<file path="config.mk">
export PLATFORM = sky130hd
export DESIGN_NAME = imm_issue_ctrl_flat
export DESIGN_NICKNAME = d
export VERILOG_FILES = /design/src/rtl/imm_ctrl_pkg.sv /design/src/rtl/imm_issue_ctrl_if.sv /design/src/rtl/imm_ctrl_fsm.sv /design/src/rtl/imm_issue_ctrl.sv /design/src/flat_wrapper.sv
export SDC_FILE = /design/constraint.sdc
export NUM_CORES = 1
export LEC_CHECK = 0
export BUFFER_PORTS_ARGS = -buffer_cell sky130_fd_sc_hd__clkbuf_2
export CAP_MARGIN = 15
export CORE_AREA = 2 2 93 95
export CTS_CLUSTER_SIZE = 28
export DETAILED_ROUTE_END_ITERATION = 7
export DIE_AREA = 0 0 95 97
export PLACE_DENSITY_LB_ADDON = 0.3
export SYNTH_ARGS = -nofsm -noshare
export SYNTH_HDL_FRONTEND = slang
export SYNTH_HIERARCHICAL = 1
export SYNTH_SLANG_ARGS = --single-unit
</file>
<file path="constraint.sdc">
create_clock -name clk -period 3.11 [get_ports clk]
set_input_delay 0.311 -clock clk [delete_from_list [all_inputs] [get_ports clk]]
set_output_delay 0.311 -clock clk [all_outputs]
set_load 0.02 [all_outputs]
</file>
<file path="src/rtl/imm_ctrl_pkg.sv">
// imm_ctrl_pkg
//   Shared definitions for the immediate-instruction issue controller:
//   controller state encoding, ALU func codes, flag bit positions and
//   fixed datapath widths.
package imm_ctrl_pkg;

    localparam int DATA_W  = 32;
    localparam int IMM_W   = 16;
    localparam int RADDR_W = 5;
    localparam int FUNC_W  = 2;
    localparam int FLAGS_W = 4;

    typedef enum logic [2:0] {
        IDLE    = 3'd0,
        SETUP   = 3'd1,
        FIRE    = 3'd2,
        CAPTURE = 3'd3,
        WB      = 3'd4,
        ERR     = 3'd5
    } state_t;

    localparam logic [FUNC_W-1:0] FUNC_ADDI = 2'd0;
    localparam logic [FUNC_W-1:0] FUNC_NEGI = 2'd1;

    // Bit positions inside flags_q = {carry, sign, ovf, zero}
    localparam int CARRY = 3;
    localparam int SIGN  = 2;
    localparam int OVF   = 1;
    localparam int ZERO  = 0;

    function automatic logic func_is_legal(input logic [FUNC_W-1:0] f);
        return (f == FUNC_ADDI) || (f == FUNC_NEGI);
    endfunction

endpackage

</file>
<file path="src/rtl/imm_issue_ctrl_if.sv">
// imm_issue_ctrl_if
//   Bundles the decoder handshake, register-file ports and immediate-ALU
//   ports of the issue controller.
//   master : the controller (drives ready, ALU operands/enable, write port,
//            flags, done, err)
//   slave  : the surroundings (decoder, register file, immediate ALU)
interface imm_issue_ctrl_if;
    import imm_ctrl_pkg::*;

    // decoder handshake
    logic                 instr_valid;
    logic                 instr_ready;
    logic [RADDR_W-1:0]   instr_rs;
    logic [RADDR_W-1:0]   instr_rd;
    logic [FUNC_W-1:0]    instr_func;
    logic [IMM_W-1:0]     instr_imm;
    // register-file read (combinational)
    logic [RADDR_W-1:0]   rf_raddr;
    logic [DATA_W-1:0]    rf_rdata;
    // immediate ALU
    logic [DATA_W-1:0]    alu_inp1;
    logic [IMM_W-1:0]     alu_inp2;
    logic [FUNC_W-1:0]    alu_func;
    logic                 alu_ena;
    logic [DATA_W-1:0]    alu_res;
    logic                 alu_carry;
    logic                 alu_sign;
    logic                 alu_ovf;
    logic                 alu_zero;
    // register-file write
    logic                 rf_we;
    logic [RADDR_W-1:0]   rf_waddr;
    logic [DATA_W-1:0]    rf_wdata;
    // status
    logic [FLAGS_W-1:0]   flags_q;
    logic                 done;
    logic                 err;

    modport master (
        input  instr_valid, instr_rs, instr_rd, instr_func, instr_imm,
        input  rf_rdata,
        input  alu_res, alu_carry, alu_sign, alu_ovf, alu_zero,
        output instr_ready, rf_raddr,
        output alu_inp1, alu_inp2, alu_func, alu_ena,
        output rf_we, rf_waddr, rf_wdata,
        output flags_q, done, err
    );

    modport slave (
        output instr_valid, instr_rs, instr_rd, instr_func, instr_imm,
        output rf_rdata,
        output alu_res, alu_carry, alu_sign, alu_ovf, alu_zero,
        input  instr_ready, rf_raddr,
        input  alu_inp1, alu_inp2, alu_func, alu_ena,
        input  rf_we, rf_waddr, rf_wdata,
        input  flags_q, done, err
    );

endinterface

</file>
<file path="src/rtl/imm_ctrl_fsm.sv">
// imm_ctrl_fsm
//   State register and strobe decode for the immediate issue controller.
//   Ports:
//     clk, rst_n     clock, asynchronous active-low reset
//     instr_valid    decoder has an instruction
//     instr_func     func of the offered instruction (legality check)
//     wb_suppress    block the register-file write of the current instruction
//     instr_ready    high only in IDLE
//     accept         instr_valid & instr_ready
//     capture        high in CAPTURE; datapath latches result/flags
//     alu_ena, rf_we, done, err   registered strobes
module imm_ctrl_fsm
    import imm_ctrl_pkg::*;
(
    input  logic              clk,
    input  logic              rst_n,
    input  logic              instr_valid,
    input  logic [FUNC_W-1:0] instr_func,
    input  logic              wb_suppress,
    output logic              instr_ready,
    output logic              accept,
    output logic              capture,
    output logic              alu_ena,
    output logic              rf_we,
    output logic              done,
    output logic              err
);

    state_t state_q, state_d;
    logic   alu_ena_q, alu_ena_d;
    logic   rf_we_q, rf_we_d;
    logic   done_q, done_d;
    logic   err_q, err_d;

    always_comb begin
        state_d = state_q;
        accept  = 1'b0;
        case (state_q)
            IDLE: begin
                if (instr_valid) begin
                    accept  = 1'b1;
                    state_d = func_is_legal(instr_func) ? SETUP : ERR;
                end
            end
            SETUP:   state_d = FIRE;
            FIRE:    state_d = CAPTURE;
            CAPTURE: state_d = WB;
            WB:      state_d = IDLE;
            ERR:     state_d = IDLE;
            default: state_d = IDLE;
        endcase

        // Strobes are decoded from the next state so that they come out of
        // flops and are aligned with the state they belong to.
        alu_ena_d = (state_d == FIRE);
        rf_we_d   = (state_d == WB) && !wb_suppress;
        done_d    = (state_d == WB);
        err_d     = (state_d == ERR);
    end

    always_ff @(posedge clk or negedge rst_n) begin
        if (!rst_n) begin
            state_q   <= IDLE;
            alu_ena_q <= 1'b0;
            rf_we_q   <= 1'b0;
            done_q    <= 1'b0;
            err_q     <= 1'b0;
        end else begin
            state_q   <= state_d;
            alu_ena_q <= alu_ena_d;
            rf_we_q   <= rf_we_d;
            done_q    <= done_d;
            err_q     <= err_d;
        end
    end

    assign instr_ready = (state_q == IDLE);
    assign capture     = (state_q == CAPTURE);
    assign alu_ena     = alu_ena_q;
    assign rf_we       = rf_we_q;
    assign done        = done_q;
    assign err         = err_q;

endmodule

</file>
<file path="src/rtl/imm_issue_ctrl.sv">
// imm_issue_ctrl
//   Issues one decoded immediate instruction at a time to the immediate ALU:
//   reads the source register on accept, presents operands for a full cycle,
//   pulses alu_ena for one cycle, captures result and flags, then writes the
//   result back. Illegal func codes produce a one-cycle err pulse only.
//   Ports:
//     clk    system clock, rising edge
//     rst_n  asynchronous active-low reset
//     bus    imm_issue_ctrl_if.master (decoder, register file, ALU, status)
//   Build option:
//     IMM_R0_PROTECT_EN  when defined, a legal instruction targeting r0 runs
//                        normally (flags, done) but never asserts rf_we.
module imm_issue_ctrl
    import imm_ctrl_pkg::*;
(
    input  logic                  clk,
    input  logic                  rst_n,
    imm_issue_ctrl_if.master      bus
);

    logic                 instr_ready;
    logic                 accept;
    logic                 capture;
    logic                 alu_ena;
    logic                 rf_we;
    logic                 done;
    logic                 err;
    logic                 wb_suppress;

    logic [RADDR_W-1:0]   rd_q,    rd_d;
    logic [DATA_W-1:0]    op1_q,   op1_d;
    logic [IMM_W-1:0]     imm_q,   imm_d;
    logic [FUNC_W-1:0]    func_q,  func_d;
    logic [DATA_W-1:0]    res_q,   res_d;
    logic [FLAGS_W-1:0]   flags_q, flags_d;

    imm_ctrl_fsm u_fsm (
        .clk         (clk),
        .rst_n       (rst_n),
        .instr_valid (bus.instr_valid),
        .instr_func  (bus.instr_func),
        .wb_suppress (wb_suppress),
        .instr_ready (instr_ready),
        .accept      (accept),
        .capture     (capture),
        .alu_ena     (alu_ena),
        .rf_we       (rf_we),
        .done        (done),
        .err         (err)
    );

`ifdef IMM_R0_PROTECT_EN
    assign wb_suppress = (rd_q == '0);
`else
    assign wb_suppress = 1'b0;
`endif

    always_comb begin
        rd_d    = rd_q;
        op1_d   = op1_q;
        imm_d   = imm_q;
        func_d  = func_q;
        res_d   = res_q;
        flags_d = flags_q;

        // Only legal instructions load the operand registers: the ALU-facing
        // outputs and rf_waddr then keep their previous values through an
        // ERR cycle instead of showing the illegal instruction's fields.
        if (accept && func_is_legal(bus.instr_func)) begin
            rd_d   = bus.instr_rd;
            op1_d  = bus.rf_rdata;
            imm_d  = bus.instr_imm;
            func_d = bus.instr_func;
        end

        if (capture) begin
            res_d          = bus.alu_res;
            flags_d[CARRY] = bus.alu_carry;
            flags_d[SIGN]  = bus.alu_sign;
            flags_d[OVF]   = bus.alu_ovf;
            flags_d[ZERO]  = bus.alu_zero;
        end
    end

    always_ff @(posedge clk or negedge rst_n) begin
        if (!rst_n) begin
            rd_q    <= '0;
            op1_q   <= '0;
            imm_q   <= '0;
            func_q  <= '0;
            res_q   <= '0;
            flags_q <= '0;
        end else begin
            rd_q    <= rd_d;
            op1_q   <= op1_d;
            imm_q   <= imm_d;
            func_q  <= func_d;
            res_q   <= res_d;
            flags_q <= flags_d;
        end
    end

    assign bus.instr_ready = instr_ready;
    assign bus.rf_raddr    = bus.instr_rs;
    assign bus.alu_inp1    = op1_q;
    assign bus.alu_inp2    = imm_q;
    assign bus.alu_func    = func_q;
    assign bus.alu_ena     = alu_ena;
    assign bus.rf_we       = rf_we;
    assign bus.rf_waddr    = rd_q;
    assign bus.rf_wdata    = res_q;
    assign bus.flags_q     = flags_q;
    assign bus.done        = done;
    assign bus.err         = err;

endmodule

</file>
<file path="src/flat_wrapper.sv">
// flat-port wrapper written by rule: the top's interface ports become plain ports
module imm_issue_ctrl_flat import imm_ctrl_pkg::*;
  (clk, rst_n, bus_instr_valid, bus_instr_rs, bus_instr_rd, bus_instr_func, bus_instr_imm, bus_rf_rdata, bus_alu_res, bus_alu_carry, bus_alu_sign, bus_alu_ovf, bus_alu_zero, bus_instr_ready, bus_rf_raddr, bus_alu_inp1, bus_alu_inp2, bus_alu_func, bus_alu_ena, bus_rf_we, bus_rf_waddr, bus_rf_wdata, bus_flags_q, bus_done, bus_err);
  imm_issue_ctrl_if bus_i ();
  input  logic clk;
  input  logic rst_n;
  input wire logic [$bits(bus_i.instr_valid)-1:0] bus_instr_valid;
  input wire logic [$bits(bus_i.instr_rs)-1:0] bus_instr_rs;
  input wire logic [$bits(bus_i.instr_rd)-1:0] bus_instr_rd;
  input wire logic [$bits(bus_i.instr_func)-1:0] bus_instr_func;
  input wire logic [$bits(bus_i.instr_imm)-1:0] bus_instr_imm;
  input wire logic [$bits(bus_i.rf_rdata)-1:0] bus_rf_rdata;
  input wire logic [$bits(bus_i.alu_res)-1:0] bus_alu_res;
  input wire logic [$bits(bus_i.alu_carry)-1:0] bus_alu_carry;
  input wire logic [$bits(bus_i.alu_sign)-1:0] bus_alu_sign;
  input wire logic [$bits(bus_i.alu_ovf)-1:0] bus_alu_ovf;
  input wire logic [$bits(bus_i.alu_zero)-1:0] bus_alu_zero;
  output wire logic [$bits(bus_i.instr_ready)-1:0] bus_instr_ready;
  output wire logic [$bits(bus_i.rf_raddr)-1:0] bus_rf_raddr;
  output wire logic [$bits(bus_i.alu_inp1)-1:0] bus_alu_inp1;
  output wire logic [$bits(bus_i.alu_inp2)-1:0] bus_alu_inp2;
  output wire logic [$bits(bus_i.alu_func)-1:0] bus_alu_func;
  output wire logic [$bits(bus_i.alu_ena)-1:0] bus_alu_ena;
  output wire logic [$bits(bus_i.rf_we)-1:0] bus_rf_we;
  output wire logic [$bits(bus_i.rf_waddr)-1:0] bus_rf_waddr;
  output wire logic [$bits(bus_i.rf_wdata)-1:0] bus_rf_wdata;
  output wire logic [$bits(bus_i.flags_q)-1:0] bus_flags_q;
  output wire logic [$bits(bus_i.done)-1:0] bus_done;
  output wire logic [$bits(bus_i.err)-1:0] bus_err;
  assign bus_i.instr_valid = bus_instr_valid;
  assign bus_i.instr_rs = bus_instr_rs;
  assign bus_i.instr_rd = bus_instr_rd;
  assign bus_i.instr_func = bus_instr_func;
  assign bus_i.instr_imm = bus_instr_imm;
  assign bus_i.rf_rdata = bus_rf_rdata;
  assign bus_i.alu_res = bus_alu_res;
  assign bus_i.alu_carry = bus_alu_carry;
  assign bus_i.alu_sign = bus_alu_sign;
  assign bus_i.alu_ovf = bus_alu_ovf;
  assign bus_i.alu_zero = bus_alu_zero;
  assign bus_instr_ready = bus_i.instr_ready;
  assign bus_rf_raddr = bus_i.rf_raddr;
  assign bus_alu_inp1 = bus_i.alu_inp1;
  assign bus_alu_inp2 = bus_i.alu_inp2;
  assign bus_alu_func = bus_i.alu_func;
  assign bus_alu_ena = bus_i.alu_ena;
  assign bus_rf_we = bus_i.rf_we;
  assign bus_rf_waddr = bus_i.rf_waddr;
  assign bus_rf_wdata = bus_i.rf_wdata;
  assign bus_flags_q = bus_i.flags_q;
  assign bus_done = bus_i.done;
  assign bus_err = bus_i.err;
  imm_issue_ctrl u_core (.clk(clk), .rst_n(rst_n), .bus(bus_i));
endmodule
</file>
==> flow_metrics.env, run 1 <==
export IMPL_status="finished, final reports clean"
export IMPL_pwr_share_clk_pct=14.4
export IMPL_ys_ff_latch=98
export IMPL_grt_total_usage_pct=18.32
export IMPL_syn_cell_area_um2=3960
export IMPL_slew_violations=0
export IMPL_grt_pass1_vias=2565
export IMPL_crit_slowest_cell="buf_4"
export IMPL_critPathBufInv=1
export IMPL_worstSetupPathType="reg -> reg"
export IMPL_cts_root_buf="clkbuf_8"
export IMPL_yosysWarningCount=6
export IMPL_worst_pin_slew_ns=0.6224
export IMPL_htreeDepth=3
export IMPL_fin_crit_sh_pct=65.73
export IMPL_grt_start_max_net_pins=50
export IMPL_vias=2436
export IMPL_syn_to_final_growth_pct=28.91
export IMPL_rsz0062_at_grt="no"
export IMPL_irDropWorstVdd_uv=631.6
export IMPL_whs_ns=0.1775
export IMPL_clk_latency_ns=0.36
export IMPL_synth_cell_types=20
export IMPL_max_slew_margin_pct=58.51
export IMPL_fp_coreArea_um2=8134
export IMPL_pwr_share_comb_pct=46.6
export IMPL_seqPwrFrac_pct=39.0
export IMPL_cp_required_ns=3.35
export IMPL_p_int_mw=3.591
export IMPL_async_reset_ff_share_pct=100.0
export IMPL_place_detailed_hpwl_um=6187
export IMPL_synth_commonest_cells="98 x dfrtp_1, 49 x mux2_4, 41 x mux2_2"
export IMPL_cts_max_path_buffers=2
export IMPL_place_congestion=0.7537
export IMPL_synth_most_common_cell="dfrtp_1"
export IMPL_placed_area_um2=4883
export IMPL_initial_core_util_pct=48.68
export IMPL_grt_pass1_wl_um=12840
export IMPL_hp_class="in -> reg"
export IMPL_cts_buffers=9
export IMPL_synth_edf_count=0
export IMPL_start_kind="flip-flop"
export IMPL_path_cells="nor3_4 -> and2_1 -> nor2b_4 -> buf_4 -> mux2_2"
export IMPL_path_max_fanout=36
export IMPL_cp_end_kind="flip-flop"
export IMPL_power_switching_mw=2.243
export IMPL_drive_above_1_share_pct=72.84
export IMPL_p_leak_nw=2.637
export IMPL_antenna_cells=0
export IMPL_cts_resized=0
export IMPL_drcViolationCount=0
export IMPL_grt_overflow_total=0
export IMPL_drt_iter0_drc=79
export IMPL_vias_per_cell=4.676
export IMPL_avgSynthCellArea_um2=17.92
export IMPL_finalHoldViolations=0
export IMPL_dieWidth_um=95
export IMPL_synth_cells=221
export IMPL_io_pins=200
export IMPL_maxCapViolations=0
export IMPL_p_per_area_nw_per_um2=1143
export IMPL_antenna_found_initial=0
export IMPL_drtPass1Iterations=4
export IMPL_yosysSeqAreaShare_pct=61.93
export IMPL_critPathTopFamily="simple AND/OR/NAND/NOR gates"
export IMPL_numClockSinks=98
export IMPL_rows=33
export IMPL_switching_share_pct=38.44
export IMPL_fin_skew_ns=0.01369
export IMPL_finalWirelength_um=8129
export IMPL_yosysTopAreaCell="dfrtp_1"
export IMPL_setup_violations=0
export IMPL_nNetsFinal=510
export IMPL_synth_ff_type="dfrtp_1"
export IMPL_setup_tns_ns=0
export IMPL_cpPeakStageDelay_ns=0.51
export IMPL_port_buffers=189
export IMPL_die_h_um=97
export IMPL_period_needed_ns=2.044
export IMPL_fp_dieArea_um2=9215
export IMPL_fmax_ghz=0.4892
export IMPL_design_area_um2=5105
export IMPL_n_fill_cell=659
export IMPL_critPathArrivalTime_ns=2.28
export IMPL_yosys_top_cells_area="dfrtp_1 62%, mux2_4 19%, mux2_2 12%"
export IMPL_netlist_area_leader_share_pct=61.93
export IMPL_worst_r2r_setup_slack_ns=1.07
export IMPL_clkTransAtPathRegs_ns=0.10
export IMPL_syn_nets=320
export IMPL_final_antenna_net_count=0
export IMPL_wl_per_cell_um=15.60
export IMPL_cts_tree="done"
per-layer routing:
layer / part of all wire [%] / GRT usage [%] / wire length, µm / up-vias
li1: - / - / - / 1142
met1: 39 / 21.71 / 3132 / 1194
met2: 53 / 31.86 / 4333 / 85
met3: 5.8 / 3.660 / 470 / 15
met4: 2.4 / 7.804 / 193 / 0
met5: 0 / 0 / 0 / -
stage by stage:
step | util [%] | power [mW] | std cells | setup slack [ns]
after floorplan | - | 4.196 | 221 | 1.315
after global placement | 60.04 | 4.959 | 504 | 1.111
after detailed placement | 60.04 | 5.048 | 504 | 1.065
after CTS | 62.76 | 5.909 | 521 | 1.053
after global routing | 62.76 | 6.184 | 521 | 0.9595
final | 62.76 | 5.834 | 521 | 1.066
cells by family after synthesis:
family,Yosys count,synth area share (%)
simple gates,14,2.433
other cells,1,0.09470
compound gates,1,0.1263
xor+xnor,1,0.2212
buf+inv,16,4.961
flops,98,61.93
mux,90,30.24
sequential cells by signal, indices dropped and copies added (netlist names):
name / flops
u_core/bus.flags_q: 4
u_core/bus.alu_inp2: 16
u_core/u_fsm/rf_we: 1
u_core/bus.rf_waddr: 5
u_core/bus.alu_func: 2
u_core/bus.rf_wdata: 32
u_core/u_fsm/err: 1
u_core/u_fsm/done: 1
u_core/bus.alu_inp1: 32
u_core/u_fsm/state_q: 3
u_core/u_fsm/alu_ena: 1
power by group through the flow:
| stage | logic, mW | clock network [mW] | registers (mW) |
|---|---|---|---|
| floorplan | 1.17 | 0 | 3.02 |
| global placement | 2.70 | 0 | 2.26 |
| detailed placement | 2.75 | 0 | 2.30 |
| CTS | 2.76 | 0.868 | 2.28 |
| global route | 2.89 | 0.924 | 2.37 |
| finish | 2.72 | 0.841 | 2.27 |
worst paths after layout:
path	start	end	cells past startpoint
worst max-delay path	u_core/u_fsm/state_q[2]$_DFF_PN0_	u_core/bus.rf_waddr[4]$_DFFE_PN0P_	5
worst min-delay path	bus_rf_rdata[21]	u_core/bus.alu_inp1[21]$_DFFE_PN0P_	2
worst max register to register	u_core/u_fsm/state_q[2]$_DFF_PN0_	u_core/bus.rf_waddr[4]$_DFFE_PN0P_	5
worst min register to register	u_core/bus.alu_func[1]$_DFFE_PN0P_	u_core/bus.alu_func[1]$_DFFE_PN0P_	1
max in group asynchronous	rst_n	u_core/bus.alu_inp1[2]$_DFFE_PN0P_	3
min in group asynchronous	rst_n	u_core/bus.alu_inp2[10]$_DFFE_PN0P_	2
area by class of cell:
class | count | area [µm²] | area share [%]
tap | 105 | 131.4 | 2.574
clock inverter | 6 | 73.82 | 1.446
multi-input combinational | 107 | 1314 | 25.74
clock buffer | 10 | 137.6 | 2.696
sequential | 98 | 2452 | 48.04
timing repair buffer | 195 | 996.0 | 19.51
what timing repair did:
item                                   in CTS  in global routing
endpoints found under the hold margin      47                  0
hold buffers                                1                  0
setup buffers                               0                  0
layout by cell type, fill, tap and decap left out, types with 2 or more instances in the layout:
master,n
buf_4,6
clkinvlp_4,2
mux2_4,49
nor2_1,3
dfrtp_1,98
clkbuf_8,10
mux2_2,41
nor3_1,2
clkbuf_2,188
(Power assumes the default switching activity.)
==> run 2, diff against run 1 <==
- CORE_AREA: 2 2 93 95 -> 2 2 102 104
- DIE_AREA: 0 0 95 97 -> 0 0 104 106
- clock period: 3.11 -> 1.8 ns (I/O delays scaled with it)
==> run 2 against run 1 <==
- via count up 1.1%
- first-iteration DRC count up 29%
- highest routed layer unchanged
- combinational power up 76%
- sequential share of layout area down 1.2 points
- cell area up 2.7%
- register-to-register slack worse by 0.98 ns
- sequential power up 72%
- critical path depth unchanged
- worst hold slack worse by 0.13 ns
- largest cell class unchanged
- global-route usage down 2.6 points
- clock power up 84%
- final cell count up 7.1%
==> flow_metrics.env, run 2 (synthesis gave the netlist of run 1 again) <==
export IMPL_status="finished, final reports clean"
export IMPL_multi_input_area_um2=1319
export IMPL_layout_setup_ws_ns=0.08282
export IMPL_switching_share_pct=37.47
export IMPL_port_buffers=189
export IMPL_fp_dieArea_um2=11020
export IMPL_grt_start_max_net_pins=40
export IMPL_cts_root_buf="clkbuf_8"
export IMPL_grt_overflow_total=0
export IMPL_cts_tree="done"
export IMPL_clkTransAtPathRegs_ns=0.09
export IMPL_fin_cells=558
export IMPL_seqPwrFrac_pct=38.1
export IMPL_path_max_fanout=32
export IMPL_placed_area_um2=5010
export IMPL_finalWirelength_um=8155
export IMPL_htreeDepth=3
export IMPL_path_cells="nor3_4 -> and2_1 -> nor2b_4 -> buf_12 -> mux2_2"
export IMPL_p_int_mw=6.418
export IMPL_hp_class="in -> reg"
export IMPL_pwr_share_clk_pct=15.1
export IMPL_fmax_ghz=0.5824
export IMPL_pwr_share_comb_pct=46.8
export IMPL_met1_usage_pct=19.57
export IMPL_final_common_cell="clkbuf_2"
export IMPL_cts_buffers=9
export IMPL_die_h_um=106
export IMPL_gr_usage_met2_pct=25.33
export IMPL_grtUsageMet3_pct=3.740
export IMPL_cts_setup_buffers=0
export IMPL_seqCellArea_um2=2454
export IMPL_pre_cts_ws_ns=0.09199
export IMPL_antenna_cells=0
export IMPL_design_area_um2=5241
export IMPL_clk_latency_ns=0.36
export IMPL_r2r_cells=5
export IMPL_grt_pass1_wl_um=13600
export IMPL_place_detailed_hpwl_um=6126
export IMPL_slew_violations=0
export IMPL_rows=37
export IMPL_vias=2463
export IMPL_setup_violations=0
export IMPL_fin_crit_sh_pct=95.40
export IMPL_fp_coreArea_um2=10000
export IMPL_cpPeakStageDelay_ns=0.42
export IMPL_crit_slowest_cell="dfrtp_1"
export IMPL_drtPass1Iterations=4
export IMPL_cp_end_kind="flip-flop"
export IMPL_syn_to_final_growth_pct=32.35
export IMPL_power_switching_mw=3.846
export IMPL_final_cell_mix="188 x clkbuf_2, 97 x dfrtp_1, 49 x mux2_4"
export IMPL_period_needed_ns=1.717
export IMPL_vias_per_cell=4.414
export IMPL_drive_above_1_share_pct=72.99
export IMPL_cp_required_ns=2.04
export IMPL_n_fill_cell=905
export IMPL_grt_pass1_vias=2690
export IMPL_finalHoldViolations=0
export IMPL_top_usage_layer="met2"
export IMPL_grt_total_usage_pct=15.68
export IMPL_numClockSinks=98
export IMPL_critPathArrivalTime_ns=1.96
export IMPL_p_per_area_nw_per_um2=1958
export IMPL_antenna_found_initial=0
export IMPL_drt_iter0_drc=102
export IMPL_worstSetupPathType="reg -> reg"
export IMPL_placed_cells=541
export IMPL_initial_core_util_pct=39.60
export IMPL_maxCapViolations=0
export IMPL_p_leak_nw=2.680
export IMPL_nNetsFinal=516
export IMPL_io_pins=200
export IMPL_irDropWorstVdd_uv=837.9
export IMPL_place_congestion=0.7004
export IMPL_final_antenna_net_count=0
export IMPL_drcViolationCount=0
export IMPL_start_kind="flip-flop"
export IMPL_cts_max_path_buffers=2
export IMPL_whs_path_depth=2
export IMPL_dieWidth_um=104
export IMPL_fin_skew_ns=0.01222
export IMPL_wl_per_cell_um=14.61
export IMPL_rsz0062_at_grt="yes"
run 2: metal layers:
metal	routed length, µm	up-vias
met5	0	-
met4	149	0
met3	543	10
met2	4068	109
met1	3394	1195
li1	-	1149
run 2: final timing paths:
path                       slack [ns]                          startpoint                                  to
max                              0.08   u_core/u_fsm/state_q[2]$_DFF_PN0_  u_core/bus.rf_waddr[4]$_DFFE_PN0P_
max reg2reg                      0.08   u_core/u_fsm/state_q[2]$_DFF_PN0_  u_core/bus.rf_waddr[4]$_DFFE_PN0P_
min in group asynchronous        0.31                               rst_n  u_core/bus.alu_inp1[2]$_DFFE_PN0P_
min reg2reg                      0.51  u_core/bus.rf_wdata[8]$_DFFE_PN0P_  u_core/bus.rf_wdata[8]$_DFFE_PN0P_
min                              0.04                     bus_rf_rdata[8]  u_core/bus.alu_inp1[8]$_DFFE_PN0P_
max in group asynchronous        0.91                               rst_n  u_core/bus.rf_wdata[7]$_DFFE_PN0P_
run 2: cell type report:
type / count / area share (%)
Sequential cell: 98 / 46.81
Multi-Input combinational cell: 107 / 25.16
Timing Repair Buffer: 201 / 20.58
Tap cell: 136 / 3.247
Clock buffer: 12 / 2.769
Clock inverter: 4 / 1.432
run 2: critical path: cells and delay by family, from the launching register on:
family,cells,cell delay [ns]
and+or+nand+nor,3,0.55
DFF,1,0.42
muxes,1,0.36
buffers and inverters,1,0.26
run 2: stage by stage:
stage            TNS, ns  hold WS (ns)  total power [mW]  util [%]
2_1_floorplan          0       -0.1156             7.250         -
3_3_place_gp           0        0.1490             8.685     50.10
3_5_place_dp           0        0.1546             8.807     50.10
4_1_cts                0       0.01806             10.41     52.40
5_1_grt        -0.002321       0.02123             10.89     52.41
6_report               0       0.04289             10.26     52.41
run 2: power by group through the flow:
stage	Combinational (mW)	Clock, mW	Sequential [mW]
after global routing	5.11	1.71	4.06
final	4.80	1.55	3.91
after global placement	4.76	0	3.93
after detailed placement	4.86	0	3.94
after CTS	4.87	1.62	3.92
after floorplan	2.03	0	5.22
run 2: timing repair:
| item | 4_1_cts | 5_1_grt |
|---|---|---|
| resized for setup | 0 | 1 |
| endpoints found under the setup margin | 0 | 1 |
| endpoints found under the hold margin | 29 | 0 |
| hold buffers | 1 | 0 |
==> run 3, diff against run 2 <==
- ABC_AREA: default -> 0
- ABC_CLOCK_PERIOD_IN_PS: default -> 1400
- clock period: 1.8 -> 1.4 ns (I/O delays scaled with it)
==> run 3 against run 2 <==
- the flow now finishes with violations (setup timing)
- global-route usage grew 3.9 points
- die area is the same
- combinational power grew 52%
- total power grew 40%
==> flow_metrics.env, run 3 (synthesis gave the netlist of run 1 again) <==
export IMPL_pwr_share_clk_pct=14.0
export IMPL_setup_violations=90
export IMPL_io_pins=200
export IMPL_p_int_mw=9.048
export IMPL_fp_coreArea_um2=10000
export IMPL_rsz0062_at_grt="yes"
export IMPL_finalWirelength_um=10600
export IMPL_cp_required_ns=1.65
export IMPL_grt_pass1_wl_um=16760
export IMPL_cts_root_buf="clkbuf_8"
export IMPL_port_buffers=189
export IMPL_path_common_cell="buf_12"
export IMPL_p_per_area_nw_per_um2=2229
export IMPL_power_switching_mw=5.359
export IMPL_dieWidth_um=104
export IMPL_fin_crit_sh_pct=118.8
export IMPL_fmax_ghz=0.6014
export IMPL_drcViolationCount=0
export IMPL_fin_skew_ns=0.01215
export IMPL_numClockSinks=98
export IMPL_place_congestion=0.7147
export IMPL_drtPass1Iterations=4
export IMPL_wl_per_cell_um=15.98
export IMPL_final_common_cell="clkbuf_2"
export IMPL_antenna_cells=0
export IMPL_antenna_found_initial=0
export IMPL_failed_checks="setup timing"
export IMPL_vias=2914
export IMPL_final_antenna_net_count=0
export IMPL_syn_to_final_growth_pct=63.19
export IMPL_initial_core_util_pct=39.60
export IMPL_path_cells="nor3_4 -> and2_1 -> nor2b_4 -> buf_12 -> buf_12 -> mux2_4"
export IMPL_htreeDepth=3
export IMPL_finalPower_mw=14.41
export IMPL_clk_latency_ns=0.37
export IMPL_period_needed_ns=1.663
export IMPL_seqPwrFrac_pct=35.4
export IMPL_max_slew_margin_pct=64.71
export IMPL_cp_end_kind="flip-flop"
export IMPL_cpPeakStageDelay_ns=0.41
export IMPL_start_kind="flip-flop"
export IMPL_pwr_share_comb_pct=50.6
export IMPL_irDropWorstVdd_uv=1146
export IMPL_final_cell_mix="187 x clkbuf_2, 97 x dfrtp_1, 82 x dlygate4sd3_1"
export IMPL_path_max_fanout=12
export IMPL_drive_above_1_share_pct=63.57
export IMPL_grt_overflow_total=0
export IMPL_critPathArrivalTime_ns=1.91
export IMPL_finalHoldViolations=0
export IMPL_fin_cells=663
export IMPL_p_leak_nw=3.217
export IMPL_worst_pin_slew_ns=0.5293
export IMPL_grt_start_max_net_pins=57
export IMPL_drt_iter0_drc=90
export IMPL_setup_tns_ns=-19.27
export IMPL_cts_tree="done"
export IMPL_grt_pass1_vias=3217
export IMPL_die_h_um=106
export IMPL_vias_per_cell=4.395
export IMPL_rows=37
export IMPL_crit_slowest_cell="dfrtp_1"
export IMPL_worstSetupPathType="reg -> reg"
export IMPL_status="complete, but fails checks"
export IMPL_grt_total_usage_pct=19.57
export IMPL_fp_dieArea_um2=11020
export IMPL_hp_class="in -> reg"
export IMPL_place_detailed_hpwl_um=6033
export IMPL_clkTransAtPathRegs_ns=0.09
export IMPL_nNetsFinal=621
export IMPL_cts_buffers=9
export IMPL_placed_cells=548
export IMPL_layout_setup_ws_ns=-0.2627
export IMPL_switching_share_pct=37.20
export IMPL_slew_violations=0
export IMPL_maxCapViolations=0
export IMPL_cts_max_path_buffers=2
==> run 3: changes by cell type in the layout (fill, tap and decap cells not counted), sizes merged <==
cell,before,now
buf,12,35
clkinv,0,3
dlygate4sd3,1,82
clkbuf,200,196
bufbuf,0,2
==> run 3: metal layers <==
metal	part of all wire, %	up-vias	track usage, %	routed length, µm
met2	50	141	34.40	5297
met1	41	1400	23.21	4354
met4	1.4	0	6.950	146
li1	-	1361	-	-
met5	0	-	0	0
met3	7.5	12	5.212	800
==> run 3: power groups by stage <==
stage               logic [mW]  registers [mW]  clock network (mW)
floorplan                 2.64            6.72                   0
global placement          6.26            5.04                   0
detailed placement        6.38            5.07                   0
CTS                       7.22            5.05                2.07
global route              7.67            5.26                2.21
finish                    7.30            5.09                2.02
==> run 3: per-stage QoR <==
stage	instance area [µm²]	setup WS [ns]	utilization, %	hold WS (ns)
final	6462	-0.2627	64.63	0.01276
after global routing	6462	-0.3339	64.63	0.002693
after CTS	6441	-0.2924	64.41	0.0008104
after detailed placement	5121	-0.3023	51.21	0.1521
after global placement	5121	-0.2539	51.21	0.1498
after floorplan	3975	-0.3637	-	-0.1556
==> run 3: layout make-up <==
| class | count | area [µm²] |
|---|---|---|
| Fill cell | 739 | 3537 |
| Sequential cell | 98 | 2454 |
| Timing Repair Buffer | 306 | 2300 |
| Multi-Input combinational cell | 107 | 1321 |
| Tap cell | 136 | 170.2 |
| Clock buffer | 9 | 123.9 |
| Clock inverter | 7 | 93.84 |
==> run 3: final timing paths <==
check | from | end | slack (ns) | cells past startpoint
setup / recovery | u_core/u_fsm/state_q[0]$_DFF_PN0_ | u_core/bus.alu_inp1[25]$_DFFE_PN0P_ | -0.26 | 6
hold / removal | bus_alu_res[16] | u_core/bus.rf_wdata[16]$_DFFE_PN0P_ | 0.01 | 2
setup reg to reg | u_core/u_fsm/state_q[0]$_DFF_PN0_ | u_core/bus.alu_inp1[25]$_DFFE_PN0P_ | -0.26 | 6
hold reg to reg | u_core/bus.rf_wdata[21]$_DFFE_PN0P_ | u_core/bus.rf_wdata[21]$_DFFE_PN0P_ | 0.51 | 1
max in group asynchronous | rst_n | u_core/bus.alu_inp2[0]$_DFFE_PN0P_ | 0.59 | 3
min in group asynchronous | rst_n | u_core/u_fsm/rf_we$_DFF_PN0_ | 0.35 | 3
==> run 3: what timing repair did <==
action                     4_1_cts  5_1_grt
resized for setup               12        6
pin swaps                        1        1
setup endpoints to repair       91       91
setup buffers                   10        3
hold buffers                    82        0
hold endpoints to repair       179        0
cloned                           5        0
==> run 3: critical path: cells and delay by family (launching register included) <==
kind,cells,cell delay (ns)
buf+inv,2,0.33
flops,1,0.41
mux,1,0.30
simple gates,3,0.50
